==> config.mk <==
export PLATFORM = sky130hd
export DESIGN_NAME = seq_alu_flat
export DESIGN_NICKNAME = d
export VERILOG_FILES = /design/src/rtl/seq_alu_if.sv /design/src/rtl/seq_alu.sv /design/src/flat_wrapper.sv
export SDC_FILE = /design/constraint.sdc
export NUM_CORES = 1
export LEC_CHECK = 0
export BUFFER_PORTS_ARGS = -buffer_cell sky130_fd_sc_hd__buf_2
export CAP_MARGIN = 20
export CORE_MARGIN = 1.5
export CORE_UTILIZATION = 62
export CTS_CLUSTER_DIAMETER = 200
export DETAILED_ROUTE_END_ITERATION = 16
export GPL_TIMING_DRIVEN = 0
export PLACE_DENSITY_LB_ADDON = 0.12
export RECOVER_POWER = 50
export SLEW_MARGIN = 20
export SYNTH_ARGS = -nofsm -noshare
export SYNTH_HDL_FRONTEND = slang
export SYNTH_SLANG_ARGS = --single-unit
==> constraint.sdc <==
create_clock -name clk -period 4.9 [get_ports clk]
set_input_delay 1.47 -clock clk [delete_from_list [all_inputs] [get_ports clk]]
set_output_delay 1.47 -clock clk [all_outputs]
set_load 0.01 [all_outputs]
==> src/rtl/seq_alu_if.sv <==
// seq_alu_if: start/done handshake bundle (operands, opcode, result, flags) for seq_alu
interface seq_alu_if #(
    parameter int WIDTH = 16
);
    logic             start;
    logic [3:0]       aluctrl;
    logic [WIDTH-1:0] din1;
    logic [WIDTH-1:0] din2;
    logic             busy;
    logic             done;
    logic [WIDTH-1:0] dout;
    logic [WIDTH-1:0] dout_hi;
    logic [4:0]       flags;
    modport master (output start, aluctrl, din1, din2, input busy, done, dout, dout_hi, flags);
    modport slave (input start, aluctrl, din1, din2, output busy, done, dout, dout_hi, flags);
endinterface

==> src/rtl/seq_alu.sv <==
// seq_alu: multi-cycle ALU with shift-add multiply and registered {P,V,C,N,Z} flags;
// defining SEQ_ALU_DIV_EN adds restoring div (1110) / rem (1111) on the same iteration hardware
module seq_alu #(
    parameter int WIDTH = 16,
    parameter int SHW = $clog2(WIDTH)
) (
    input logic      clk,
    input logic      rst,
    seq_alu_if.slave bus
);
    typedef enum logic {IDLE, CALC} state_t;
    state_t           state;
    logic [3:0]       op;
    logic [WIDTH-1:0] a, b, hi, lo, hi_n, lo_n, mul_hi, mul_lo, res_lo, res_hi;
    logic [WIDTH:0]   sum, wide;
    logic [SHW-1:0]   cnt;
    logic             is_mul, is_div, last, res_c, res_v;
`ifdef SEQ_ALU_DIV_EN
    logic [WIDTH:0]   trial;
    logic             ge;
    logic [WIDTH-1:0] diff, div_hi, div_lo;
`endif
    // hi/lo: product accumulator + multiplier for mul, remainder + dividend/quotient for div
    always_comb begin
        sum = {1'b0, hi} + (lo[0] ? {1'b0, a} : '0);
        mul_hi = sum[WIDTH:1];
        mul_lo = {sum[0], lo[WIDTH-1:1]};
        is_mul = op == 4'b0011;
`ifdef SEQ_ALU_DIV_EN
        trial = {hi, lo[WIDTH-1]};
        ge = trial >= {1'b0, b};
        diff = trial[WIDTH-1:0] - b;
        div_hi = ge ? diff : trial[WIDTH-1:0];
        div_lo = {lo[WIDTH-2:0], ge};
        is_div = op[3:1] == 3'b111;
        hi_n = is_div ? div_hi : mul_hi;
        lo_n = is_div ? div_lo : mul_lo;
`else
        is_div = 1'b0;
        hi_n = mul_hi;
        lo_n = mul_lo;
`endif
        last = !(is_mul || is_div) || cnt == SHW'(WIDTH - 1);
        wide = '0;
        res_lo = a;
        res_hi = '0;
        res_c = 1'b0;
        res_v = 1'b0;
        case (op)
            4'b0001: begin
                wide = {1'b0, a} + {1'b0, b};
                res_lo = wide[WIDTH-1:0];
                res_c = wide[WIDTH];
                res_v = a[WIDTH-1] == b[WIDTH-1] && res_lo[WIDTH-1] != a[WIDTH-1];
            end
            4'b0010: begin
                res_lo = a - b;
                res_c = a < b;
                res_v = a[WIDTH-1] != b[WIDTH-1] && res_lo[WIDTH-1] != a[WIDTH-1];
            end
            4'b0011: begin
                res_lo = lo_n;
                res_hi = hi_n;
                res_c = |hi_n;
            end
            4'b0100: res_lo = WIDTH'(a < b);
            4'b0101: res_lo = WIDTH'(a > b);
            4'b0110: res_lo = WIDTH'(a == b);
            4'b0111: res_lo = WIDTH'(a != b);
            4'b1000: res_lo = a | b;
            4'b1001: res_lo = a & b;
            4'b1010: res_lo = a ^ b;
            4'b1011: res_lo = ~a;
            4'b1100: res_lo = a << b;
            4'b1101: res_lo = a >> b;
`ifdef SEQ_ALU_DIV_EN
            4'b1110: begin
                res_lo = lo_n;
                res_hi = hi_n;
                res_v = b == '0;
            end
            4'b1111: begin
                res_lo = hi_n;
                res_hi = lo_n;
                res_v = b == '0;
            end
`endif
            default: ;
        endcase
    end
    always_ff @(posedge clk or posedge rst) begin
        if (rst) begin
            state <= IDLE;
            op <= '0;
            a <= '0;
            b <= '0;
            hi <= '0;
            lo <= '0;
            cnt <= '0;
            bus.busy <= 1'b0;
            bus.done <= 1'b0;
            bus.dout <= '0;
            bus.dout_hi <= '0;
            bus.flags <= '0;
        end else begin
            bus.done <= 1'b0;
            if (state == IDLE) begin
                if (bus.start) begin
                    op <= bus.aluctrl;
                    a <= bus.din1;
                    b <= bus.din2;
                    hi <= '0;
`ifdef SEQ_ALU_DIV_EN
                    lo <= bus.aluctrl[3:1] == 3'b111 ? bus.din1 : bus.din2;
`else
                    lo <= bus.din2;
`endif
                    cnt <= '0;
                    bus.busy <= 1'b1;
                    state <= CALC;
                end
            end else if (last) begin
                bus.dout <= res_lo;
                bus.dout_hi <= res_hi;
                bus.flags <= {^res_lo, res_v, res_c, res_lo[WIDTH-1], res_lo == '0};
                bus.done <= 1'b1;
                bus.busy <= 1'b0;
                state <= IDLE;
            end else begin
                hi <= hi_n;
                lo <= lo_n;
                cnt <= cnt + 1'b1;
            end
        end
    end
endmodule

==> src/flat_wrapper.sv <==
// flat-port wrapper written by rule: the top's interface ports become plain ports
module seq_alu_flat 
#(
    parameter int WIDTH = 16,
    parameter int SHW = $clog2(WIDTH)
)
  (clk, rst, bus_start, bus_aluctrl, bus_din1, bus_din2, bus_busy, bus_done, bus_dout, bus_dout_hi, bus_flags);
  seq_alu_if #(.WIDTH(WIDTH)) bus_i ();
  input logic clk;
  input logic rst;
  input wire logic [$bits(bus_i.start)-1:0] bus_start;
  input wire logic [$bits(bus_i.aluctrl)-1:0] bus_aluctrl;
  input wire logic [$bits(bus_i.din1)-1:0] bus_din1;
  input wire logic [$bits(bus_i.din2)-1:0] bus_din2;
  output wire logic [$bits(bus_i.busy)-1:0] bus_busy;
  output wire logic [$bits(bus_i.done)-1:0] bus_done;
  output wire logic [$bits(bus_i.dout)-1:0] bus_dout;
  output wire logic [$bits(bus_i.dout_hi)-1:0] bus_dout_hi;
  output wire logic [$bits(bus_i.flags)-1:0] bus_flags;
  assign bus_i.start = bus_start;
  assign bus_i.aluctrl = bus_aluctrl;
  assign bus_i.din1 = bus_din1;
  assign bus_i.din2 = bus_din2;
  assign bus_busy = bus_i.busy;
  assign bus_done = bus_i.done;
  assign bus_dout = bus_i.dout;
  assign bus_dout_hi = bus_i.dout_hi;
  assign bus_flags = bus_i.flags;
  seq_alu #(.WIDTH(WIDTH), .SHW(SHW)) u_core (.clk(clk), .rst(rst), .bus(bus_i));
endmodule
# After elaboration in Yosys (flattened, before gate mapping)
# Index checks and enable logic that the tools add are counted.
[op_classes] order_cmp=2 n_addsub=4 n_eq_ne=22 reduce_logical=12 shift=2 muxes=22 bitwise=5
[ops] op="one-hot mux 16 bit (13 select lines)" count=1
[ops] op="two-way mux 16 bit" count=8
[ops] op="equality test 4 bit (second input constant)" count=7
[ops] op="adder 16 x 16 -> 17 bit" count=1
[ops] op="adder 16 x 17 -> 17 bit" count=1
[ops] op="bitwise AND 16 bit" count=1
[ops] op="equality test 16 bit" count=1
[ops] op="equality test 4 x 3 -> 1 bit (second input constant)" count=4
[ops] op="> comparator 16 bit" count=1
[ops] op="zero test 16 bit" count=1
[ops] op="less-than comparator 16 bit" count=1
[ops] op="!= test 16 bit" count=1
[ops] op="NOT 16 bit" count=1
[ops] op="bitwise OR 16 bit" count=1
[ops] op="OR reduction 16 bit" count=1
[ops] op="XOR reduction 16 bit" count=1
[ops] op="<< shifter 16 x 16 -> 16 bit" count=1
[ops] op="right shift 16 x 16 -> 16 bit" count=1
[ops] op="subtractor 16 bit" count=1
[ops] op="XOR 16 bit" count=1
[ops] op="two-way mux 4 bit" count=3
[ops] op="equality test 4 x 2 -> 1 bit (second input constant)" count=2
[ops] op="two-way mux 1 bit" count=8
[ops] op="AND reduction 2 bit" count=4
[ops] op="other kinds (12)" count=16
[word_totals] wordCells=81 regBits=112

# Longest topological paths before layout
[depth] ltp_word=5 ltp_mapped=18 ltp_nobuf=16

# Worst setup path after synthesis
# No wires, ideal clock.
[synth_path] path_type="flip-flop to flip-flop" startpoint="register u_core.b[2]" endpoint="register u_core.bus.flags[4]" t_arrival_ns=3.797 path_slack_ns=0.968 stages_incl_launch_ff=18 path_cell_list="dfrtp_1 buf_2 inv_2 buf_1 ha_1 buf_2 nor2b_1 o21ai_1 a21oi_1 o221a_1 or2_0 a221o_1 a2111oi_2 ha_1 xnor2_1 xnor2_1 xnor2_1 o21ai_0"
[synth_between] elab_chain_len=3 word_cells_on_any_way=13
[synth_rtl] element="start, declared" line_no="seq_alu.sv:14" source="logic [WIDTH-1:0] a, b, hi, lo, hi_n, lo_n, mul_hi, mul_lo, res_lo, res_hi;"
[synth_rtl] element="start signal, assigned" line_no="seq_alu.sv:111" source="b <= bus.din2;"
[synth_rtl] element="subtractor 16 bit (tied with other cells)" line_no="seq_alu.sv:57" source="res_lo = a - b;"
[synth_rtl] element="one-hot mux 16 bit (13 select lines) (*)" line_no="seq_alu.sv:49" source="case (op)"
[synth_rtl] element="XOR reduction 16 bit (*)" line_no="seq_alu.sv:125" source="bus.flags <= {^res_lo, res_v, res_c, res_lo[WIDTH-1], res_lo == '0};"
[synth_rtl] element="end signal, assigned" line_no="seq_alu.sv:125"
[synth_rtl] element="end, declared" line_no="seq_alu_if.sv:15" source="modport slave (input start, aluctrl, din1, din2, output busy, done, dout, dout_hi, flags);"
# Mark *: on every way between the ends. The rest lies on a longest branch, timed or not.
# A chain may end at the register's enable or synchronous reset.

# Final worst setup path
[layout_path] startpoint="register u_core.a[2]" endpoint="register u_core.bus.flags[4]"
[layout_between] elab_chain_len=3 word_cells_on_any_way=14
[layout_rtl] element="start, declared" line_no="seq_alu.sv:14"
[layout_rtl] element="start signal, assigned" line_no="seq_alu.sv:110" source="a <= bus.din1;"
[layout_rtl] element="subtractor 16 bit (tied with other cells)" line_no="seq_alu.sv:57"
[layout_rtl] element="one-hot mux 16 bit (13 select lines) (*)" line_no="seq_alu.sv:49"
[layout_rtl] element="XOR reduction 16 bit (*)" line_no="seq_alu.sv:125"
# Marked as above.

==> flow_summary.ini <==
[final_layout]
multiInputGateArea_mm2 = 0.00638
drive_gt1_share_pct = 12.7
area_growth_pct = 9.97
fin_area_mm2 = 0.0107
nFillCells = 1304
register_area_mm2 = 0.00278
finalNetCount = 1378
stdcell_count = 1476
final_util_pct = 70.1

[die]
core_area_mm2 = 0.0153
die_w_um = 128
ioPinCount = 78
die_h_um = 128
dieArea_mm2 = 0.0165
start_util_pct = 63.7
row_count = 45

[clocking]
ctsHtreeMaxLevel = 3
numCtsBuffers = 9
cts.reportedPaths.clkPinSlew_ns = 0.08
clock_tree.buffer_depth = 2
cts_tree = done
cts.sinks = 111
holdBufCountCts = 0
insertion_delay_ns = 0.37
cts_root_buf = clkbuf_16

[global_route]
grt_pass1_vias = 9519
overflow = 0
met1_usage_pct = 59.1
busiest_layer = met2
grtUsageMet3_pct = 9.40
antenna_found_initial = 1
track_usage_pct = 44.5
grt_max_degree = 77
globalRouteMet2Util_pct = 71.3
grt_pass1_wl_mm = 55.0

[logic_synthesis]
synth_common_cells = nand2_1, o21ai_0, dfrtp_1
synth.avg_cell_area_um2 = 8.34
yosysSeqAreaShare_pct = 28.5
synth_top_cell_area_share_pct = 28.5
synth-simple-area-share_pct = 18.1
async_reset_ff_share_pct = 100
synth-seq-cells = 111
yosys.area.top_type = dfrtp_1
synthAdderAreaFrac_pct = 10.5
synth.distinct_cells = 83
synth_area_leaders = dfrtp_1, ha_1, o21ai_0
synth-xor-area-share_pct = 2.24
synth_area_mm2 = 0.00976
synth-compound-area-share_pct = 24.8
yosys-mux-area-fraction_pct = 9.57
synth_top_family_by_area = compound AO/OA/AOI/OAI gates
ys.warnings.count = 0
netlist_instances = 1171
synth_edf_count = 0
syn_nets = 1290
ys_dominant_reg_cell = dfrtp_1
yosysMostFrequentCell = nand2_1

[critical_path]
worstSetupPathType = reg2reg
arrival_ns = 5.14
crit_family = compound AO/OA/AOI/OAI gates
required_ns = 5.12
crit_buf_inv = 3
slowest_stage = clkbuf_1
crit_top_cell = xnor2_1
cp-start-kind = flip-flop
cp_max_fo = 10
cp-end-kind = flip-flop
path_cells = clkbuf_1 -> inv_1 -> ha_1 -> buf_2 -> nor3_1 -> nor2b_1 -> o311ai_1 -> a41oi_1 -> a311oi_2 -> nor2_1 -> a2bb2oi_1 -> o22ai_1 -> ha_1 -> xnor2_1 -> xnor2_1 -> xnor2_1 -> o21ai_0
slowest_delay_ns = 0.53

[routing]
wl_per_cell_um = 24.5
drtPass1Iterations = 6
final_antenna_net_count = 0
wl_mm = 36.2
drt-initial-drc-count = 1582
vias = 10200
drc = 0
avgViaCountPerCell = 6.93

[timing]
setup_viol = 1
maxSlewHeadroom_pct = -25.9
setup_ws_ns = -0.0180
final.setup_skew_ns = 0.0155
tightest_slew_ns = 1.89
slew_violations = 114
setup_tns_ns = -0.0180
fmax_mhz = 203
hold_viol_final = 0
period_needed_ns = 4.92
post-route-period-util_pct = 100

[outcome]
violations = max-capacitance violations, max-slew violations, negative setup slack
outcome = finished with violations

[placed_design]
dp_hpwl_mm = 27.6
dp_cells = 1460
portBuffers = 77
gp_congestion = 1.05
place_area_mm2 = 0.0104

[pwr]
pwr-share-clk_pct = 17.3
powerDensity_mw_per_mm2 = 411
comb_power_share_pct = 53.9
p_leak_nw = 4.73
power.share.switching_pct = 46.5
p_sw_mw = 2.05
power_frac_seq_pct = 28.7
worst_ir_drop_vdd_mv = 0.349
p_int_mw = 2.36
power_mw = 4.42

[flow_run]
cap_violations = 2

[hold_path]
min_path_type = reg2reg
-- per-stage QoR --
| stage | hold WS, ns | setup WS [ns] |
|---|---|---|
| floorplan | 0.464 | 0.499 |
| global placement | 0.456 | -0.757 |
| detailed placement | 0.465 | -0.210 |
| CTS | 0.483 | 0.0387 |
| global route | 0.506 | -0.0872 |
| finish | 0.480 | -0.0180 |
-- path summary, 6_finish.rpt --
| path | to | startpoint | slack, ns | cells past startpoint |
|---|---|---|---|---|
| setup / recovery | u_core.bus.flags[4]$_DFFE_PP0P_ | u_core.a[2]$_DFFE_PP0P_ | -0.02 | 17 |
| hold / removal | u_core.bus.dout_hi[8]$_DFFE_PP0P_ | u_core.bus.dout_hi[8]$_DFFE_PP0P_ | 0.48 | 2 |
| setup reg to reg | u_core.bus.flags[4]$_DFFE_PP0P_ | u_core.a[2]$_DFFE_PP0P_ | -0.02 | 17 |
| hold reg to reg | u_core.bus.dout_hi[8]$_DFFE_PP0P_ | u_core.bus.dout_hi[8]$_DFFE_PP0P_ | 0.48 | 2 |
| max in group asynchronous | u_core.bus.dout[7]$_DFFE_PP0P_ | rst | 0.88 | 3 |
| min in group asynchronous | u_core.a[0]$_DFFE_PP0P_ | rst | 1.52 | 2 |
-- sequential cells by signal, summed over array words and instances (netlist names), 4 cells and up --
| register | flops |
|---|---|
| u_core.a | 16 |
| u_core.b | 16 |
| u_core.bus.dout_hi | 16 |
| u_core.hi | 16 |
| u_core.lo | 16 |
| u_core.bus.dout | 15 |
| u_core.bus.flags | 5 |
| u_core.cnt | 4 |
| u_core.op | 4 |
-- worst min-delay path, stage by stage (launching register included) --
cell,delay [ns]
dfrtp_1,0.35
nand2_1,0.04
o21ai_0,0.06
-- cell type report --
| class | instances | share of cell area, % |
|---|---|---|
| antenna | 1 | 0.0233 |
| buffer | 91 | 3.92 |
| clock inverter | 6 | 0.536 |
| inverter | 56 | 2.04 |
| timing repair buffer | 78 | 3.43 |
| sequential | 111 | 25.9 |
| multi-input combinational | 912 | 59.5 |
| tap | 211 | 2.46 |
| clock buffer | 10 | 2.23 |
-- power by group through the flow --
stage / Clock, mW / Combinational, mW / Sequential [mW]
5_1_grt: 0.788 / 2.55 / 1.28
3_3_place_gp: 0 / 2.26 / 1.26
4_1_cts: 0.759 / 2.30 / 1.25
2_1_floorplan: 0 / 1.59 / 1.24
6_report: 0.766 / 2.38 / 1.27
3_5_place_dp: 0 / 2.29 / 1.27
-- kinds of logic after synthesis --
family | Yosys count
DFF | 111
buffers and inverters | 148
and+or+nand+nor | 377
xor gates and xnor gates | 25
muxes | 67
AOI/OAI and AO/OA | 363
adders and majority gates | 80
-- layout by cell type, fill, tap and decap left out, types with 7 or more instances in the layout --
cell	n
mux4_2	21
and2_1	18
nand2b_1	13
clkbuf_1	70
o21ai_1	13
inv_1	50
buf_2	79
o31ai_1	8
o2111ai_1	9
o22ai_1	11
xnor2_1	16
a22oi_1	7
o211ai_1	10
nand2_1	151
xor2_1	9
a211o_1	7
o21ai_0	124
nand3_1	35
a21oi_1	54
a221o_1	11
ha_1	77
a31oi_1	7
nor2_1	79
a21o_1	7
a221oi_1	19
clkbuf_2	8
o21bai_1	11
mux2i_1	45
a211oi_1	10
or3_1	9
nor3_1	23
clkbuf_16	9
dfrtp_1	109
-- per-layer routing --
metal,routed length (um),up-vias
met3,4250,140
li1,-,4447
met1,13700,4881
met2,16500,768
met5,0,-
met4,1760,0
-- what timing repair did --
item	4_1_cts	5_1_grt
setup buffers	0	0
hold endpoints to repair	0	0
endpoints found under the setup margin	1	1
gates resized for setup	4	19
(Power assumes the default switching activity.)
